$ cat config.mk
export PLATFORM = sky130hd
export DESIGN_NAME = axis_1553_decoder
export DESIGN_NICKNAME = d
export VERILOG_FILES = /design/src/rtl/axis_1553_decoder.sv
export SDC_FILE = /design/constraint.sdc
export NUM_CORES = 1
export LEC_CHECK = 0
export CAP_MARGIN = 25
export CORE_ASPECT_RATIO = 2
export CORE_MARGIN = 2
export CORE_UTILIZATION = 50
export DETAILED_ROUTE_END_ITERATION = 8
export GPL_TIMING_DRIVEN = 0
export PLACE_DENSITY = 0.71
export SYNTH_ARGS = -nofsm -noshare
export SYNTH_HDL_FRONTEND = slang
export SYNTH_SLANG_ARGS = --single-unit
$ cat constraint.sdc
create_clock -name aclk -period 2.4 [get_ports aclk]
set_input_delay 0.24 -clock aclk [delete_from_list [all_inputs] [get_ports aclk]]
set_output_delay 0.24 -clock aclk [all_outputs]
set_load 0.05 [all_outputs]
$ cat src/rtl/axis_1553_decoder.sv
// MIL-STD-1553 Manchester II receiver with an AXI-Stream word output.
// One output register; words completing while it is stalled are dropped and flagged.
module axis_1553_decoder #(
  parameter int clock_speed = 20000000
) (
  input  logic        aclk,
  input  logic        arst,
  input  logic [1:0]  diff,
  output logic [15:0] m_axis_tdata,
  output logic        m_axis_tvalid,
  output logic [7:0]  m_axis_tuser,
  input  logic        m_axis_tready
);

  localparam int N  = clock_speed / 1000000;
  localparam int CW = $clog2(2 * N) + 1;

  localparam logic [CW-1:0] SMIN = CW'(3 * N / 2 - N / 4);
  localparam logic [CW-1:0] SMAX = CW'(3 * N / 2 + N / 4);
  localparam logic [CW-1:0] SEND = CW'(3 * N / 2 - 1);
  localparam logic [CW-1:0] Q1   = CW'(N / 4);
  localparam logic [CW-1:0] Q3   = CW'(3 * N / 4);
  localparam logic [CW-1:0] NM1  = CW'(N - 1);

  typedef enum logic [1:0] {IDLE, SYNC1, SYNC2, BITS} state_t;

  state_t        state;
  logic [1:0]    s1, s2, sp;
  logic          pol;
  logic [CW-1:0] cnt;
  logic [4:0]    idx;
  logic          h1;
  logic [15:0]   shreg;
  logic          ovf;

  logic hi, lo, vld, lvl, done, perr;

  assign hi  = (s2 == 2'b10);
  assign lo  = (s2 == 2'b01);
  assign vld = hi | lo;
  assign lvl = hi;

  // parity bit: its first half (h1) is the decoded bit value
  assign done = (state == BITS) && (cnt == Q3) && (idx == 5'd16)
              && vld && (lvl != h1);
  assign perr = ~(^{shreg, h1});

  always_ff @(posedge aclk or posedge arst) begin
    if (arst) begin
      s1            <= 2'b00;
      s2            <= 2'b00;
      sp            <= 2'b00;
      state         <= IDLE;
      pol           <= 1'b0;
      cnt           <= '0;
      idx           <= '0;
      h1            <= 1'b0;
      shreg         <= '0;
      ovf           <= 1'b0;
      m_axis_tdata  <= '0;
      m_axis_tvalid <= 1'b0;
      m_axis_tuser  <= '0;
    end else begin
      s1 <= diff;
      s2 <= s1;
      sp <= s2;

      unique case (state)
        IDLE: begin
          if (vld && (s2 != sp)) begin
            pol   <= hi;
            cnt   <= CW'(1);
            state <= SYNC1;
          end
        end
        SYNC1: begin
          if (!vld) begin
            state <= IDLE;
          end else if (lvl == pol) begin
            if (cnt >= SMAX) state <= IDLE;
            else cnt <= cnt + 1'b1;
          end else if (cnt >= SMIN) begin
            state <= SYNC2;
            cnt   <= CW'(1);
          end else begin
            state <= IDLE;
          end
        end
        SYNC2: begin
          if ((cnt == Q3) && !(vld && (lvl != pol))) begin
            state <= IDLE;
          end else if (cnt == SEND) begin
            state <= BITS;
            cnt   <= '0;
            idx   <= '0;
          end else begin
            cnt <= cnt + 1'b1;
          end
        end
        BITS: begin
          if (cnt == Q1) begin
            if (!vld) state <= IDLE;
            else h1 <= lvl;
          end
          if (cnt == Q3) begin
            if (!vld || (lvl == h1)) state <= IDLE;
            else if (idx == 5'd16) state <= IDLE;
            else shreg <= {shreg[14:0], h1};
          end
          if (cnt == NM1) begin
            cnt <= '0;
            idx <= idx + 1'b1;
          end else begin
            cnt <= cnt + 1'b1;
          end
        end
      endcase

      // the sticky flag moves into the loaded word's tuser[2]
      if (done) begin
        if (m_axis_tvalid && !m_axis_tready) begin
          ovf <= 1'b1;
        end else begin
          m_axis_tdata  <= shreg;
          m_axis_tuser  <= {5'b00000, ovf, perr, pol};
          m_axis_tvalid <= 1'b1;
          ovf           <= 1'b0;
        end
      end else if (m_axis_tvalid && m_axis_tready) begin
        m_axis_tvalid <= 1'b0;
      end
    end
  end

endmodule

# After elaboration in Yosys (flattened, before gate mapping)

Cells that the tools add are included.

Register bits: 59
Bits in latches: 0
Memory bits (writable): 0
ROM bits: 0
Input port bits: 5
Output and inout port bits: 25
Logic and storage cells: 102
Memories: 0

Add/subtract/negate cells: 2
Multiply operators: 0
Divide/modulo/power cells: 0
$lt $le $gt $ge: 2
Eq/ne operators: 25
Shift-type cells: 0
Muxes and demuxes: 30
Bitwise gates (word level): 5
Reduce and logical (&&, ||, !) cells: 25

Operators with widths:

| operator              | number |
|---|---|
| $mux W7               | 8 |
| $pmux W7 S4           | 1 |
| $mux W2               | 12 |
| $reduce_xor A17 Y1    | 1 |
| $mux W5               | 3 |
| $eq A7 B5 Y1 const B  | 2 |
| $ne A2 B2 Y1 const B  | 5 |
| $pmux W5 S2           | 1 |
| $logic_and A1 B1 Y1   | 9 |
| $ne A3 B3 Y1 const B  | 3 |
| $pmux W2 S4           | 1 |
| $reduce_and A4 Y1     | 2 |
| $add A7 B1 Y7 const B | 1 |
| $eq A7 B3 Y1 const B  | 1 |
| $eq A7 B4 Y1 const B  | 1 |
| $ge A7 B5 Y1 const B  | 1 |
| $ge A7 B6 Y1 const B  | 1 |
| $eq A2 B2 Y1 const B  | 3 |
| $reduce_and A2 Y1     | 3 |
| $reduce_and A3 Y1     | 2 |
| $add A5 B1 Y5 const B | 1 |
| $eq A5 B5 Y1 const B  | 1 |
| $reduce_and A5 Y1     | 1 |
| $eq A2 B1 Y1 const B  | 2 |
| other kinds (12)      | 23 |

# Logic depth before layout (Yosys ltp)

Depth in word-level cells: 8
Gate-level depth with buffers: 8

# Least setup slack after synthesis

No wires, ideal clock.

Kind: register to register
From: reg cnt[0]
To: reg cnt[1]
Library setup time: 0.125 ns
Arrival time: 1.980 ns
Required time: 2.275 ns
Path slack: 0.296 ns
Stages on the path, launching flop included: 7
Period minus slack after synthesis: 2.104 ns
Path through: dfrtp_1 ha_1 a211o_1 o31ai_2 a32oi_2 a21oi_2 mux2_2

Word-level cells in the longest chain between the ends: 5

RTL lines:

| item                   | line        | RTL |
|---|---|---|
| start, declared        | 30          | `logic [CW-1:0] cnt;` |
| start signal, assigned | 81          | `else cnt <= cnt + 1'b1;` |
| start signal, assigned | 97          | `cnt <= cnt + 1'b1;` |
| start signal, assigned | 114         | `cnt <= cnt + 1'b1;` |
| $add A7 B1 Y7          | 81, 97, 114 |  |
| $mux W7                | 80          | `if (cnt >= SMAX) state <= IDLE;` |
| $mux W7                | 79          | `end else if (lvl == pol) begin` |
| $mux W7                | 77          | `if (!vld) begin` |
| $pmux W7 S4            | 68          | `unique case (state)` |

Parallel ways exist; a longest one is shown, timed or not. The select of a mux whose other input is x is not followed.
A chain may end at the register's enable or synchronous reset.

# Final worst setup path

From: reg s2[0]
To: reg cnt[1]

Word-level cells in the longest chain between the ends: 7

RTL lines:

| item                                                | line   | RTL |
|---|---|---|
| start, declared                                     | 28     | `logic [1:0] s1, s2, sp;` |
| start signal, assigned                              | 51     | `s2 <= 2'b00;` |
| start signal, assigned                              | 65     | `s2 <= s1;` |
| $eq A2 B2 Y1 (*)                                    | 38     | `assign hi = (s2 == 2'b10);` |
| named net hi                                        | 36     | `logic hi, lo, vld, lvl, done, perr;` |
| $or A1 B1 Y1 / $ne A1 B1 Y1 (equally long branches) | 40, 90 |  |
| $logic_and A1 B1 Y1                                 | 90     | `if ((cnt == Q3) && !(vld && (lvl != pol))) begin` |
| $logic_not A1 Y1                                    | 90     |  |
| $logic_and A1 B1 Y1                                 | 90     |  |
| $ne A2 B2 Y1 (no source line)                       | n/a    |  |
| $reduce_and A5 Y1 (no source line)                  | n/a    |  |

Mark *: on every way through the listed nets, which the timed path passes. The rest lies on a longest branch. The select of a mux whose other input is x is not followed.

==> metrics.txt <==
worst skew pair latency=330 ps; flop2flop setup slack=130 ps; post-synthesis register bit count=59; Top FF cell, synth=sky130_fd_sc_hd__dfrtp_1; count of standard-cell rows=40; sequential-to-total area share from yosys stat=49.0%; violated checks=DRC; Max Clk Rate=0.440 GHz; cell types with the highest counts after synthesis=59 x sky130_fd_sc_hd__dfrtp_1, 38 x sky130_fd_sc_hd__mux2_2, 16 x sky130_fd_sc_hd__xnor2_1; number of synthesized flops with an enable pin=0; drt total wl=5.97 mm; TritonCTS Sinks=59; leakage component of the power=1.77 nW; capturing element type of the critical path=flop; last weighted congestion value of the routability-driven placer=0.878; top cell type's share of synthesized area=49.0%; cell depth of the worst flop-to-flop path=7; post-synthesis cell count=253; average wire length per cell after detail routing=16.4 um; number of max-cap violations=0; most area-consuming cells after synthesis=sky130_fd_sc_hd__dfrtp_1 49%, sky130_fd_sc_hd__mux2_2 14%, sky130_fd_sc_hd__xnor2_1 4.6%, sky130_fd_sc_hd__ha_1 2.1%, sky130_fd_sc_hd__inv_1 1.7%; GRT Resource Usage Total=20.0%; number of DRC violations after detailed-routing iteration 0=72; PortBufs=24; maximum vdd drop=0.000551 V; largest net degree at the start of global routing=41; classification of the worst-slack hold path=input port to asynchronous set/reset pin; Setup Skew=5.22 ps; overall die area=6710 um^2; area inside the core boundary=5910 um^2; synthesized area per cell=11.9 um^2; final routed DRC violation total=2; max-slew violations=0; Crit path arrival time=2480 ps; final-stage net count=306; number of search-and-repair iterations in the first detailed-routing pass=6; CP Class=flop to flop; instance area after placement=3370 um^2; via count of the first global-routing pass=2124; die height=114 um; Final min period=2270 ps; initial antenna violation count=0; clock buffer depth=2; number of filler cells placed in the layout=458; relative area change from synthesis to final layout=25.1%; htree depth=3; most frequently used cell type in the post-synthesis netlist=sky130_fd_sc_hd__dfrtp_1; GRT overflow=0; required time of the worst setup path=2610 ps; Horiz. Die Dim=58.9 um; Warnings, synthesis=0; Clk Tree Root Cell=sky130_fd_sc_hd__clkbuf_16; starting density of the core=51.1%; top-level port count=30; cell area after layout=3770 um^2; element type at the critical path start=flop; Vias=2104; global-route wire length before repair=10.0 mm; antenna diode instance count=0; proportion of register bits with asynchronous set or reset after synthesis=100%; CTS tree=done; number of nets with antenna violations after detailed routing=0; synth unique cells=56; Setup WS post-layout=129 ps; clock transition at the register clock pins on the worst setup and hold paths after CTS=50 ps; per-cell via count in the routed design=5.80; cell accounting for the most synthesized area=sky130_fd_sc_hd__dfrtp_1; portion of the clock cycle consumed by the worst path in the final layout=94.6%; Final Hold Violating Endpoints=0; result of the run=finished, violations left; dpl ws=-10.9 ps; Detail Placement HPWL=3.95 mm; area of the mapped netlist=3020 um^2; highest net fanout along the worst path=9; fraction of layout cells with a size suffix above 1=28.3%; max-slew headroom at the worst pin=66.5%; Pwr Density=811 nW/um^2; slew of the pin with the lowest slew margin=500 ps; final number of setup-violating endpoints=0; Inserted Clock Buffers=9
## kinds of logic after synthesis
logic type,count (synthesis),share of synthesized area (%)
fa+ha+maj,5,2.07
other cells,1,0.124
xor+xnor,19,5.98
compound gates,51,13.9
buf+inv,29,5.19
simple gates,51,9.63
mux,38,14.2
flops,59,49.0
## power by group
group	total, mW	switching, mW	internal, mW	leakage (nW)
logic	0.613	0.364	0.250	0.814
registers	1.10	0.0595	1.04	0.802
clock network	1.35	0.421	0.925	0.154
## cell usage in the layout, fill, tap and decap left out, types with 2 or more instances in the layout
master / n
sky130_fd_sc_hd__a211o_1: 2
sky130_fd_sc_hd__a211oi_1: 3
sky130_fd_sc_hd__a21boi_0: 2
sky130_fd_sc_hd__a21o_1: 4
sky130_fd_sc_hd__a21oi_1: 6
sky130_fd_sc_hd__a221o_1: 4
sky130_fd_sc_hd__a31oi_1: 3
sky130_fd_sc_hd__a32o_1: 5
sky130_fd_sc_hd__and2_1: 2
sky130_fd_sc_hd__buf_2: 3
sky130_fd_sc_hd__buf_4: 8
sky130_fd_sc_hd__buf_6: 3
sky130_fd_sc_hd__bufinv_16: 2
sky130_fd_sc_hd__clkbuf_1: 2
sky130_fd_sc_hd__clkbuf_16: 9
sky130_fd_sc_hd__clkbuf_4: 2
sky130_fd_sc_hd__clkdlybuf4s50_1: 24
sky130_fd_sc_hd__clkinv_2: 2
sky130_fd_sc_hd__conb_1: 5
sky130_fd_sc_hd__dfrtp_1: 58
sky130_fd_sc_hd__ha_1: 5
sky130_fd_sc_hd__inv_1: 13
sky130_fd_sc_hd__mux2_2: 38
sky130_fd_sc_hd__nand2_1: 9
sky130_fd_sc_hd__nand3_1: 8
sky130_fd_sc_hd__nand4_1: 3
sky130_fd_sc_hd__nor2_1: 14
sky130_fd_sc_hd__o211ai_1: 2
sky130_fd_sc_hd__o21ai_0: 5
sky130_fd_sc_hd__xnor2_1: 16
sky130_fd_sc_hd__xor2_1: 2
## layout make-up
cell class	count	area [um^2]	share of cell area, %
Buffer	15	109	2.89
Tap cell	63	78.8	2.09
Multi-Input combinational cell	169	1450	38.6
Sequential cell	59	1480	39.2
Timing Repair Buffer	28	283	7.50
Clock buffer	10	239	6.34
Inverter	14	52.6	1.39
Clock inverter	5	77.6	2.06
## sequential cells by signal (all words and copies together) (netlist names)
name	count
state	2
h1	1
idx	5
s2	2
m_axis_tdata	16
s1	2
cnt	7
shreg	16
ovf	1
pol	1
sp	2
m_axis_tvalid	1
m_axis_tuser	3
## metrics by stage
step	power, mW	util [%]	setup TNS [ps]	instances	hold WS (ps)
CTS	3.03	62.9	0	361	279
finish	3.06	63.9	0	363	260
detailed placement	1.66	57.1	-26.1	345	337
global placement	1.63	56.7	-16990	344	338
floorplan	1.53	-	0	257	271
global route	3.19	63.9	-27.6	363	314
## layer usage
layer | vias to the layer above | global-route usage, % | routed length [um]
li1 | 1003 | - | -
met1 | 1048 | 25.8 | 2610
met2 | 40 | 30.7 | 2990
met3 | 13 | 4.65 | 193
met4 | 0 | 10.6 | 172
met5 | - | 0 | 0
## worst max-delay path: stages, from the launching register on
cell                      delay, ps
sky130_fd_sc_hd__dfrtp_1        370
sky130_fd_sc_hd__inv_1           50
sky130_fd_sc_hd__ha_1           250
sky130_fd_sc_hd__xnor2_1        400
sky130_fd_sc_hd__and2_1         270
sky130_fd_sc_hd__a32oi_4        210
sky130_fd_sc_hd__a21oi_4        250
sky130_fd_sc_hd__mux2_2         350
## worst paths after layout
kind                       start         endpoint
hold reg to reg            s1[0]            s2[0]
setup reg to reg           s2[0]           cnt[1]
setup / recovery           s2[0]           cnt[1]
max in group asynchronous   arst           cnt[0]
min in group aclk          s1[0]            s2[0]
hold / removal              arst  m_axis_tdata[8]
## what timing repair did
item                                    CTS  global route
endpoints found under the setup margin   24            25
buffers inserted                          1             2
endpoints found under the hold margin     0             0
resized for setup                         3             6
pin swaps                                 0             1
hold buffers                              0             0
No activity file was read; power rests on OpenSTA's default activity.
